## src/rtl/key_conditioner_pkg.sv

```systemverilog
// Shared constants and types for the push-button conditioning path.
// Board key roles, default timing at 50 MHz and the per-key FSM state type.
package key_conditioner_pkg;

    localparam int CLK_HZ = 50_000_000;

    localparam int KEY_START  = 0;
    localparam int KEY_LEFT   = 1;
    localparam int KEY_RIGHT  = 2;
    localparam int KEY_ATTACK = 3;
    localparam int NUM_BOARD_KEYS = 4;

    // 20 ms debounce, 0.5 s to first repeat, then 10 repeats per second.
    localparam int DEFAULT_DEBOUNCE_CYCLES = CLK_HZ / 50;
    localparam int DEFAULT_REPEAT_DELAY    = CLK_HZ / 2;
    localparam int DEFAULT_REPEAT_PERIOD   = CLK_HZ / 10;
    localparam int DEFAULT_CNT_W           = 25;

    typedef enum logic {
        KEY_RELEASED = 1'b0,
        KEY_HELD     = 1'b1
    } key_state_t;

endpackage

```

## src/rtl/key_conditioner_if.sv

```systemverilog
// Key bundle between the board pins and the conditioner.
// The master drives the raw active-low keys; the slave returns the conditioned view.
interface key_conditioner_if #(
    parameter int NUM_KEYS = key_conditioner_pkg::NUM_BOARD_KEYS
);

    logic [NUM_KEYS-1:0] key_n_raw;
    logic [NUM_KEYS-1:0] key_level;
    logic [NUM_KEYS-1:0] key_press;
    logic [NUM_KEYS-1:0] key_release;
    logic [NUM_KEYS-1:0] key_repeat;
    logic                any_level;
    logic                any_press;

    modport master (
        output key_n_raw,
        input  key_level,
        input  key_press,
        input  key_release,
        input  key_repeat,
        input  any_level,
        input  any_press
    );

    modport slave (
        input  key_n_raw,
        output key_level,
        output key_press,
        output key_release,
        output key_repeat,
        output any_level,
        output any_press
    );

endinterface

```

## src/rtl/key_channel.sv

```systemverilog
// One conditioned key: 2-FF synchronizer, debounce counter and press/hold/repeat FSM.
// level_nxt/press_nxt expose next-state values so the top can register aligned OR reductions.
module key_channel
    import key_conditioner_pkg::*;
#(
    parameter int DEBOUNCE_CYCLES = DEFAULT_DEBOUNCE_CYCLES,
    parameter int REPEAT_DELAY    = DEFAULT_REPEAT_DELAY,
    parameter int REPEAT_PERIOD   = DEFAULT_REPEAT_PERIOD,
    parameter int CNT_W           = DEFAULT_CNT_W
) (
    input  logic clk,
    input  logic reset_n,
    input  logic key_n_raw,
    output logic level_nxt,
    output logic press_nxt,
    output logic key_level,
    output logic key_press,
    output logic key_release,
    output logic key_repeat
);

    // Limits are held as "last count value" so the compare needs no subtraction.
    localparam logic [CNT_W-1:0] DEB_LAST    = CNT_W'(DEBOUNCE_CYCLES - 1);
    localparam logic [CNT_W-1:0] DELAY_LAST  = CNT_W'((REPEAT_DELAY > 0) ? REPEAT_DELAY - 1 : 0);
    localparam logic [CNT_W-1:0] PERIOD_LAST = CNT_W'(REPEAT_PERIOD - 1);
    localparam logic [CNT_W-1:0] CNT_MAX     = '1;
    localparam logic [CNT_W-1:0] CNT_ONE     = CNT_W'(1);
    localparam bit               REPEAT_ON   = (REPEAT_DELAY > 0);

    logic [1:0]       sync_n;
    logic [CNT_W-1:0] deb_cnt;
    logic [CNT_W-1:0] rep_cnt;
    logic [CNT_W-1:0] rep_last;
    key_state_t       state;
    logic             mismatch;
    logic             flip;

    assign mismatch  = (~sync_n[1]) != key_level;
    assign flip      = mismatch && (deb_cnt >= DEB_LAST);
    assign level_nxt = key_level ^ flip;
    assign press_nxt = flip && (state == KEY_RELEASED);

    always_ff @(posedge clk or negedge reset_n) begin
        if (!reset_n) begin
            sync_n      <= 2'b11;
            deb_cnt     <= '0;
            rep_cnt     <= '0;
            rep_last    <= DELAY_LAST;
            state       <= KEY_RELEASED;
            key_level   <= 1'b0;
            key_press   <= 1'b0;
            key_release <= 1'b0;
            key_repeat  <= 1'b0;
        end else begin
            sync_n      <= {sync_n[0], key_n_raw};
            key_level   <= level_nxt;
            key_press   <= 1'b0;
            key_release <= 1'b0;
            key_repeat  <= 1'b0;

            // Any agreement with the stable state discards the partial count.
            if (!mismatch || flip) begin
                deb_cnt <= '0;
            end else if (deb_cnt != CNT_MAX) begin
                deb_cnt <= deb_cnt + CNT_ONE;
            end

            case (state)
                KEY_RELEASED: begin
                    if (flip) begin
                        state     <= KEY_HELD;
                        key_press <= 1'b1;
                        rep_cnt   <= '0;
                        rep_last  <= DELAY_LAST;
                    end
                end
                KEY_HELD: begin
                    if (flip) begin
                        state       <= KEY_RELEASED;
                        key_release <= 1'b1;
                        rep_cnt     <= '0;
                        rep_last    <= DELAY_LAST;
                    end else if (REPEAT_ON && (rep_cnt >= rep_last)) begin
                        key_repeat <= 1'b1;
                        rep_cnt    <= '0;
                        rep_last   <= PERIOD_LAST;
                    end else if (rep_cnt != CNT_MAX) begin
                        rep_cnt <= rep_cnt + CNT_ONE;
                    end
                end
                default: state <= KEY_RELEASED;
            endcase
        end
    end

endmodule

```

## src/rtl/key_conditioner.sv

```systemverilog
// Conditions the active-low board keys into active-high level, press, release and repeat pulses.
// Holds only the per-key channels and the registered any_level/any_press reductions.
module key_conditioner
    import key_conditioner_pkg::*;
#(
    parameter int NUM_KEYS        = NUM_BOARD_KEYS,
    parameter int DEBOUNCE_CYCLES = DEFAULT_DEBOUNCE_CYCLES,
    parameter int REPEAT_DELAY    = DEFAULT_REPEAT_DELAY,
    parameter int REPEAT_PERIOD   = DEFAULT_REPEAT_PERIOD,
    parameter int CNT_W           = DEFAULT_CNT_W
) (
    input  logic              clk,
    input  logic              reset_n,
    key_conditioner_if.slave  kif
);

    logic [NUM_KEYS-1:0] level_nxt;
    logic [NUM_KEYS-1:0] press_nxt;
    logic [NUM_KEYS-1:0] level_q;
    logic [NUM_KEYS-1:0] press_q;
    logic [NUM_KEYS-1:0] release_q;
    logic [NUM_KEYS-1:0] repeat_q;
    logic                any_level_q;
    logic                any_press_q;

    for (genvar i = 0; i < NUM_KEYS; i++) begin : g_key
        key_channel #(
            .DEBOUNCE_CYCLES (DEBOUNCE_CYCLES),
            .REPEAT_DELAY    (REPEAT_DELAY),
            .REPEAT_PERIOD   (REPEAT_PERIOD),
            .CNT_W           (CNT_W)
        ) u_channel (
            .clk         (clk),
            .reset_n     (reset_n),
            .key_n_raw   (kif.key_n_raw[i]),
            .level_nxt   (level_nxt[i]),
            .press_nxt   (press_nxt[i]),
            .key_level   (level_q[i]),
            .key_press   (press_q[i]),
            .key_release (release_q[i]),
            .key_repeat  (repeat_q[i])
        );
    end

    // Reduced from next-state values so they land in the same cycle as the per-key flops.
    always_ff @(posedge clk or negedge reset_n) begin
        if (!reset_n) begin
            any_level_q <= 1'b0;
            any_press_q <= 1'b0;
        end else begin
            any_level_q <= |level_nxt;
            any_press_q <= |press_nxt;
        end
    end

    assign kif.key_level   = level_q;
    assign kif.key_press   = press_q;
    assign kif.key_release = release_q;
    assign kif.key_repeat  = repeat_q;
    assign kif.any_level   = any_level_q;
    assign kif.any_press   = any_press_q;

endmodule

```

## src/flat_wrapper.sv

```systemverilog
// flat-port wrapper written by rule: the top's interface ports become plain ports
module key_conditioner_flat import key_conditioner_pkg::*;
#(
    parameter int NUM_KEYS        = NUM_BOARD_KEYS,
    parameter int DEBOUNCE_CYCLES = DEFAULT_DEBOUNCE_CYCLES,
    parameter int REPEAT_DELAY    = DEFAULT_REPEAT_DELAY,
    parameter int REPEAT_PERIOD   = DEFAULT_REPEAT_PERIOD,
    parameter int CNT_W           = DEFAULT_CNT_W
)
  (clk, reset_n, kif_key_n_raw, kif_key_level, kif_key_press, kif_key_release, kif_key_repeat, kif_any_level, kif_any_press);
  key_conditioner_if #(.NUM_KEYS(NUM_KEYS)) kif_i ();
  input  logic clk;
  input  logic reset_n;
  input wire logic [$bits(kif_i.key_n_raw)-1:0] kif_key_n_raw;
  output wire logic [$bits(kif_i.key_level)-1:0] kif_key_level;
  output wire logic [$bits(kif_i.key_press)-1:0] kif_key_press;
  output wire logic [$bits(kif_i.key_release)-1:0] kif_key_release;
  output wire logic [$bits(kif_i.key_repeat)-1:0] kif_key_repeat;
  output wire logic [$bits(kif_i.any_level)-1:0] kif_any_level;
  output wire logic [$bits(kif_i.any_press)-1:0] kif_any_press;
  assign kif_i.key_n_raw = kif_key_n_raw;
  assign kif_key_level = kif_i.key_level;
  assign kif_key_press = kif_i.key_press;
  assign kif_key_release = kif_i.key_release;
  assign kif_key_repeat = kif_i.key_repeat;
  assign kif_any_level = kif_i.any_level;
  assign kif_any_press = kif_i.any_press;
  key_conditioner #(.NUM_KEYS(NUM_KEYS), .DEBOUNCE_CYCLES(DEBOUNCE_CYCLES), .REPEAT_DELAY(REPEAT_DELAY), .REPEAT_PERIOD(REPEAT_PERIOD), .CNT_W(CNT_W)) u_core (.clk(clk), .reset_n(reset_n), .kif(kif_i));
endmodule
```

## config.mk

```make
export PLATFORM = sky130hd
export DESIGN_NAME = key_conditioner_flat
export DESIGN_NICKNAME = d
export VERILOG_FILES = /design/src/rtl/key_conditioner_pkg.sv /design/src/rtl/key_conditioner_if.sv /design/src/rtl/key_channel.sv /design/src/rtl/key_conditioner.sv /design/src/flat_wrapper.sv
export SDC_FILE = /design/constraint.sdc
export NUM_CORES = 1
export LEC_CHECK = 0
export CAP_MARGIN = 20
export CORE_UTILIZATION = 57
export CTS_CLUSTER_DIAMETER = 50
export DETAILED_ROUTE_END_ITERATION = 7
export PLACE_DENSITY = 0.77
export RECOVER_POWER = 25
export SLEW_MARGIN = 25
export SYNTH_ARGS = -nofsm -noshare
export SYNTH_HDL_FRONTEND = slang
export SYNTH_HIERARCHICAL = 1
export SYNTH_SLANG_ARGS = --single-unit
```

## constraint.sdc

```tcl
create_clock -name clk -period 2.6 [get_ports clk]
set_input_delay 0.39 -clock clk [delete_from_list [all_inputs] [get_ports clk]]
set_output_delay 0.39 -clock clk [all_outputs]
set_load 0.05 [all_outputs]
```

==> results of run 1 <==
-- cells in the mapped netlist, types with 22 or more instances --
master	n	area, sq um
a31oi_1	26	163
nor2b_1	22	138
xor2_1	23	201
and3_1	24	150
a21oi_1	22	110
inv_1	67	251
buf_2	26	130
nor3_1	45	225
nand3_1	81	405
ha_1	60	751
nand4_1	50	313
o21ai_0	23	115
a32oi_1	27	236
and2_1	22	138
dfrtp_1	226	5660
nor2_1	151	567
nand2_1	131	492
xnor2_1	50	438
-- worst paths after layout --
check | slack, ps | cells after the start | startpoint | end
worst max-delay path | 20 | 11 | u_core/g_key[2].u_channel/rep_last[21]$_DFFE_PN1P_ | u_core/g_key[2].u_channel/rep_cnt[11]$_DFFE_PN0P_
worst min-delay path | 350 | 0 | u_core/g_key[0].u_channel/sync_n[0]$_DFF_PN1_ | u_core/g_key[0].u_channel/sync_n[1]$_DFF_PN1_
worst max register to register | 20 | 11 | u_core/g_key[2].u_channel/rep_last[21]$_DFFE_PN1P_ | u_core/g_key[2].u_channel/rep_cnt[11]$_DFFE_PN0P_
worst min register to register | 350 | 0 | u_core/g_key[0].u_channel/sync_n[0]$_DFF_PN1_ | u_core/g_key[0].u_channel/sync_n[1]$_DFF_PN1_
max in group asynchronous | 470 | 3 | reset_n | u_core/g_key[3].u_channel/sync_n[1]$_DFF_PN1_
min in group asynchronous | 880 | 2 | reset_n | u_core/g_key[0].u_channel/rep_cnt[17]$_DFFE_PN0P_
-- per-stage QoR --
| step | setup slack (ps) | TNS, ps | hold slack [ps] | total power, W | cell area [sq um] |
|---|---|---|---|---|---|
| 6_report | 16.6 | 0 | 354 | 0.0109 | 16400 |
| 3_3_place_gp | 18.5 | 0 | 347 | 0.00605 | 14700 |
| 2_1_floorplan | 12.8 | 0 | 94.4 | 0.00535 | 13700 |
| 5_1_grt | -91.8 | -1860 | 346 | 0.0114 | 16400 |
| 3_5_place_dp | -106 | -692 | 349 | 0.00610 | 14700 |
| 4_1_cts | 15.0 | 0 | 211 | 0.0108 | 15900 |
-- what timing repair did --
| item | 4_1_cts | 5_1_grt |
|---|---|---|
| endpoints found under the hold margin | 60 | 0 |
| cloned | 1 | 2 |
| hold buffers | 1 | 0 |
| pin swaps | 1 | 12 |
| gates resized for setup | 14 | 81 |
| setup endpoints to repair | 43 | 103 |
| buffers inserted | 0 | 5 |
-- cell families after synthesis --
logic type,Yosys count,share of synthesized area
XOR/XNOR,73,0.0470
flip-flops,238,0.439
AO/OA/AOI/OAI,268,0.158
buffers and inverters,124,0.0422
other,4,0.00110
multiplexers,8,0.00589
AND/OR/NAND/NOR,642,0.251
adder cells (fa/ha/maj),60,0.0552
-- metal layers --
metal	global-route usage	vias to the layer above	part of all wire
met5	0	-	0
met4	0.0822	0	0.027
met1	0.342	5561	0.44
met2	0.411	295	0.49
met3	0.0324	62	0.045
li1	-	5404	-
-- flip-flops by register name, indices dropped and copies added, names as in the netlist --
signal	flops
u_core/g_key.u_channel/deb_cnt	100
u_core/g_key.u_channel/rep_cnt	100
u_core/g_key.u_channel/rep_last	8
u_core/g_key.u_channel/sync_n	8
u_core/g_key.u_channel/key_level	4
u_core/g_key.u_channel/key_press	4
u_core/g_key.u_channel/key_release	4
u_core/g_key.u_channel/key_repeat	4
u_core/g_key.u_channel/state	4
u_core/kif.any_level	1
u_core/kif.any_press	1
-- cell type report --
type | count | area [sq um] | share of cell area
repair buffers | 116 | 1090 | 0.0662
well taps | 319 | 399 | 0.0243
inverters | 67 | 254 | 0.0155
clock buffers | 45 | 888 | 0.0541
clock inverters | 13 | 231 | 0.0141
flip-flops and latches | 238 | 5970 | 0.363
multi-input cells | 1072 | 7600 | 0.462
-- layout by cell type (no fill, tap or decap), drive strengths merged, types with 16 or more instances in the layout --
cell	netlist	layout
xnor2	50	50
o22ai	21	21
and3	25	25
and2	25	25
conb	4	20
a32oi	27	27
nor3	51	51
o311ai	16	16
nand2	131	131
inv	67	69
o31ai	26	26
nand3	84	85
xor2	23	23
ha	60	60
clkbuf	21	49
nand4	50	50
nand2b	18	18
o21ai	28	28
dfrtp	226	226
a31oi	26	26
nor2b	22	22
a21oi	22	22
clkdlybuf4s50	0	18
nor2	154	154
and4	20	20
buf	36	89
-- power by group through the flow --
stage / clock network [W] / registers [W] / logic [W]
after detailed placement: 0 / 0.00412 / 0.00197
after floorplan: 0 / 0.00427 / 0.00108
after global routing: 0.00483 / 0.00410 / 0.00245
final: 0.00459 / 0.00407 / 0.00226
after global placement: 0 / 0.00412 / 0.00193
after CTS: 0.00468 / 0.00406 / 0.00202
==> flow_summary.ini, run 1 <==
[run]
cap_violations = 1

[clock_tree]
cts_tree = built
cts.sinks = 238
path_clk_slew_ps = 60
h-tree-depth = 1
root_buffer = clkbuf_16
clock_path_buffers = 3
numCtsBuffers = 31
clock_latency_ps = 560

[placed_design]
dp_hpwl_mm = 19.6
placed_cells = 1803
port_buffers = 23
routabilityCongestion = 0.836

[floorplan]
ios = 24
rows = 56
start_util = 0.581
die_w_microns = 156
core_sq_um = 23400
dieArea_sq_um = 24500
die_h_microns = 156

[sta]
tightest_slew_ps = 1860
max_slew_margin = -0.237
setup_viol = 0
maxSlewViolCount = 72
period_minus_slack_ps = 2580
timing.fmax_mhz = 387
clock_skew_ps = 15.3
rsz0062_at_grt = true
layout_worst_path_cycle_share = 0.994
finalHoldViolCount = 0

[layout]
layout.nets = 1592
antenna_cells = 0
n_fill_cell = 1717
layoutNonFillerInstCount = 1870
layout-drive-gt1-share = 0.177
post-route-util = 0.702
area_growth_pct = 20.8

[routing]
ant_nets = 0
wirelength_mm = 31.2
avgViaCountPerCell = 6.05
vias = 11300
drt_pass1_iterations = 5
drt_iter0_markers = 778
wl_per_cell_microns = 16.7
drcViolationCount = 0

[synthesis]
seq_area_frac_synth = 0.439
avgSynthCellArea_sq_um = 9.59
synth-main-ff-cell = dfrtp_1
synth_cell_types = 70
synth.cell_area_sq_um = 13600
syn_inst = 1417
async_reset_ff_frac = 1.00
synth_edf_count = 0
synth_warnings = 6
ys_seq_elements = 238

[power]
p_int_w = 0.00775
powerDensity_nw_per_um2 = 665
switchingPower_w = 0.00318
ir_worst_vdd_uv = 579
pwr-share-clk = 0.420
swShare = 0.291
power_frac_seq = 0.373
leakage_nw = 6.73
comb_power_share = 0.207

[worst_setup_path]
path_class = reg -> reg
end_kind = flip-flop
startpoint_type = flip-flop
worstPathCellList = inv_1 > buf_4 > ha_1 > and4b_1 > a211oi_2 > a31oi_1 > a21oi_2 > and3_4 > nand2b_4 > buf_6 > o41ai_4
cp_top_family = compound AO/OA/AOI/OAI gates
cpMaxStageDelayCell = dfstp_2
required_ps = 3060
path_max_fanout = 5
cp.arrival_ps = 3040
crit_buf_inv = 3
critPathMaxStageDelay_ps = 530

[global_routing]
grt_antenna_before_repair = 0
overflow = 0
grt_pass1_vias = 10800
grt_max_degree = 73
grt_pass1_wl_mm = 50.8
grt_util_all_layers = 0.250

[outcome]
violations = capacitance limit, slew limit
outcome = finished with violations

[min_path]
min_path_type = reg -> reg
Note: power is estimated with default switching activity, not from simulation.
==> run 2: changes to the inputs <==
- CORE_UTILIZATION: 57 -> 58
- DONT_BUFFER_PORTS: unset -> 1
- PLACE_DENSITY: 0.77 -> 0.76
==> run 2 against run 1 <==
  * The run ends with hold timing, setup timing left
  * Sequential share of layout area fell by 0.16 points
  * Setup slack got worse by 91 ps
  * Die area fell by 1.7%
  * Sequential cell count did not move
  * Sequential power rose by 4%
  * Count of clock-buffer cells in the layout fell by 7
  * Hold slack got worse by 800 ps
  * Wire length rose by 4.0%
  * Cell area rose by 0.46%
  * Global-route usage rose by 0.46 points
  * Largest power group is now registers
  * Highest routed layer unchanged
==> flow_summary.ini, run 2 (synthesis gave the netlist of run 1 again) <==
[outcome]
violations = hold timing, setup timing
outcome = finished with violations

[floorplan]
core_sq_um = 22800
start_util = 0.597
die_w_microns = 155
rows = 55
ios = 24
die_h_microns = 155
dieArea_sq_um = 24100

[layout]
mostFrequentLayoutCell = dfrtp_1
antenna_cells = 0
layout.nets = 1601
layoutNonFillerInstCount = 1870
fin_area_sq_um = 16500
layout-drive-gt1-share = 0.207
register_area_sq_um = 5970
biggestRegsByFlops = u_core/g_key.u_channel/deb_cnt (100), u_core/g_key.u_channel/rep_cnt (100)
area_growth_pct = 21.4
n_fill_cell = 1553
final_cell_mix = 225 x dfrtp_1, 147 x nor2_1, 131 x nand2_1
multiInputGateArea_sq_um = 7740

[worst_setup_path]
startpoint = u_core/g_key[1].u_channel/rep_last[21]$_DFFE_PN1P_
critPathCapture = u_core/g_key[1].u_channel/rep_cnt[9]$_DFFE_PN0P_
path_max_fanout = 7
cpMaxStageDelayCell = dfstp_2
r2r_cells = 11
crit_buf_inv = 4
end_kind = flip-flop
cp_top_family = compound AO/OA/AOI/OAI gates
reg2reg_slack_ps = -70
required_ps = 3030
startpoint_type = flip-flop
cp.arrival_ps = 3100
worstPathCellList = clkinvlp_4 > buf_12 > ha_4 > nand4b_1 > nor4_2 > a2111oi_4 > o21a_4 > buf_6 > clkbuf_16 > a31oi_1 > o22ai_1
cp.depth = 11
path_class = reg -> reg
r2r-start = u_core/g_key[1].u_channel/rep_last[21]$_DFFE_PN1P_
critPathMaxStageDelay_ps = 540
r2r_end = u_core/g_key[1].u_channel/rep_cnt[9]$_DFFE_PN0P_

[sta]
setup_viol = 9
max_slew_margin = 0.547
clock_skew_ps = 9.17
finalHoldViolCount = 238
finalWorstSetupSlack_ps = -74.9
rsz0062_at_grt = true
whs_ps = -449
tightest_slew_ps = 678
timing.fmax_mhz = 374
layout_worst_path_cycle_share = 1.03
period_minus_slack_ps = 2670
maxSlewViolCount = 0

[min_path]
min_path_type = in -> async

[power]
leakage_nw = 6.74
ir_worst_vdd_uv = 600
powerDensity_nw_per_um2 = 634

[clock_tree]
clock_path_buffers = 3
cts.sinks = 238
path_clk_slew_ps = 60
holdBufCountCts = 4
root_buffer = clkbuf_16
cts_tree = built
numCtsBuffers = 29
h-tree-depth = 1
clock_latency_ps = 540

[global_routing]
grt_pass1_vias = 10600
grt_max_degree = 239
use_met2 = 0.412
grt_pass1_wl_mm = 50.9
grt_util_met1 = 0.355
overflow = 0
grt_antenna_before_repair = 0
grt_use_met3 = 0.0334
grt_util_all_layers = 0.254
top_usage_layer = met2

[routing]
ant_nets = 0
drt_iter0_markers = 845
wirelength_mm = 32.5
drcViolationCount = 0
avgViaCountPerCell = 6.12
vias = 11400
drt_pass1_iterations = 6
wl_per_cell_microns = 17.4

[placed_design]
port_buffers = 0
dp_hpwl_mm = 19.1
placed_cells = 1782
place_area_sq_um = 14500
routabilityCongestion = 0.821

[run]
cap_violations = 0
## run 2: cell types whose count changed in the layout (fill, tap and decap cells not counted), moves of 4 or more
cell             delta
clkbuf_1            -5
a32oi_1             -7
ha_4                +4
clkdlybuf4s50_1    -18
a32oi_2             +8
bufinv_16           -5
buf_4              +27
## run 2: per-stage QoR
step	TNS (ps)	utilization	total power (W)	setup slack, ps	hold slack (ps)
6_report	-291	0.724	0.0105	-74.9	-449
5_1_grt	-3640	0.724	0.0109	-135	-479
3_5_place_dp	-883	0.636	0.00596	-90.1	104
2_1_floorplan	0	-	0.00535	12.8	94.4
3_3_place_gp	0	0.636	0.00589	19.8	104
4_1_cts	0	0.685	0.0100	8.88	-478
## run 2: worst min path at each step
stage / cells past startpoint / slack, ps / end
6_report: 0 / -450 / u_core/g_key[1].u_channel/deb_cnt[8]$_DFFE_PN0P_
2_1_floorplan: 0 / 90 / u_core/g_key[0].u_channel/deb_cnt[0]$_DFFE_PN0P_
4_1_cts: 0 / -480 / u_core/g_key[1].u_channel/deb_cnt[6]$_DFFE_PN0P_
3_3_place_gp: 0 / 100 / u_core/g_key[1].u_channel/deb_cnt[8]$_DFFE_PN0P_
3_5_place_dp: 0 / 100 / u_core/g_key[1].u_channel/deb_cnt[6]$_DFFE_PN0P_
5_1_grt: 0 / -480 / u_core/g_key[1].u_channel/deb_cnt[6]$_DFFE_PN0P_
## run 2: cell type report
type	instances	area share
Clock buffer	38	0.0497
Clock inverter	15	0.00842
Inverter	67	0.0155
Multi-Input combinational cell	1073	0.469
Sequential cell	238	0.362
Tap cell	313	0.0237
Timing Repair Buffer	126	0.0720
## run 2: per-layer routing
metal,up-vias,part of all wire
li1,5436,-
met5,-,0
met3,65,0.049
met4,0,0.025
met1,5609,0.44
met2,328,0.49
## run 2: power breakdown
group	internal, W	total [W]	switching [W]
sequential	0.00391	0.00425	0.000337
clock	0.00234	0.00397	0.00163
combinational	0.000989	0.00226	0.00127
## run 2: repair_timing
| item | 4_1_cts | 5_1_grt |
|---|---|---|
| hold endpoints to repair | 242 | 238 |
| endpoints found under the setup margin | 33 | 102 |
| pin swaps | 1 | 28 |
| gates resized for setup | 15 | 108 |
| gates cloned | 1 | 7 |
| buffers inserted | 2 | 23 |
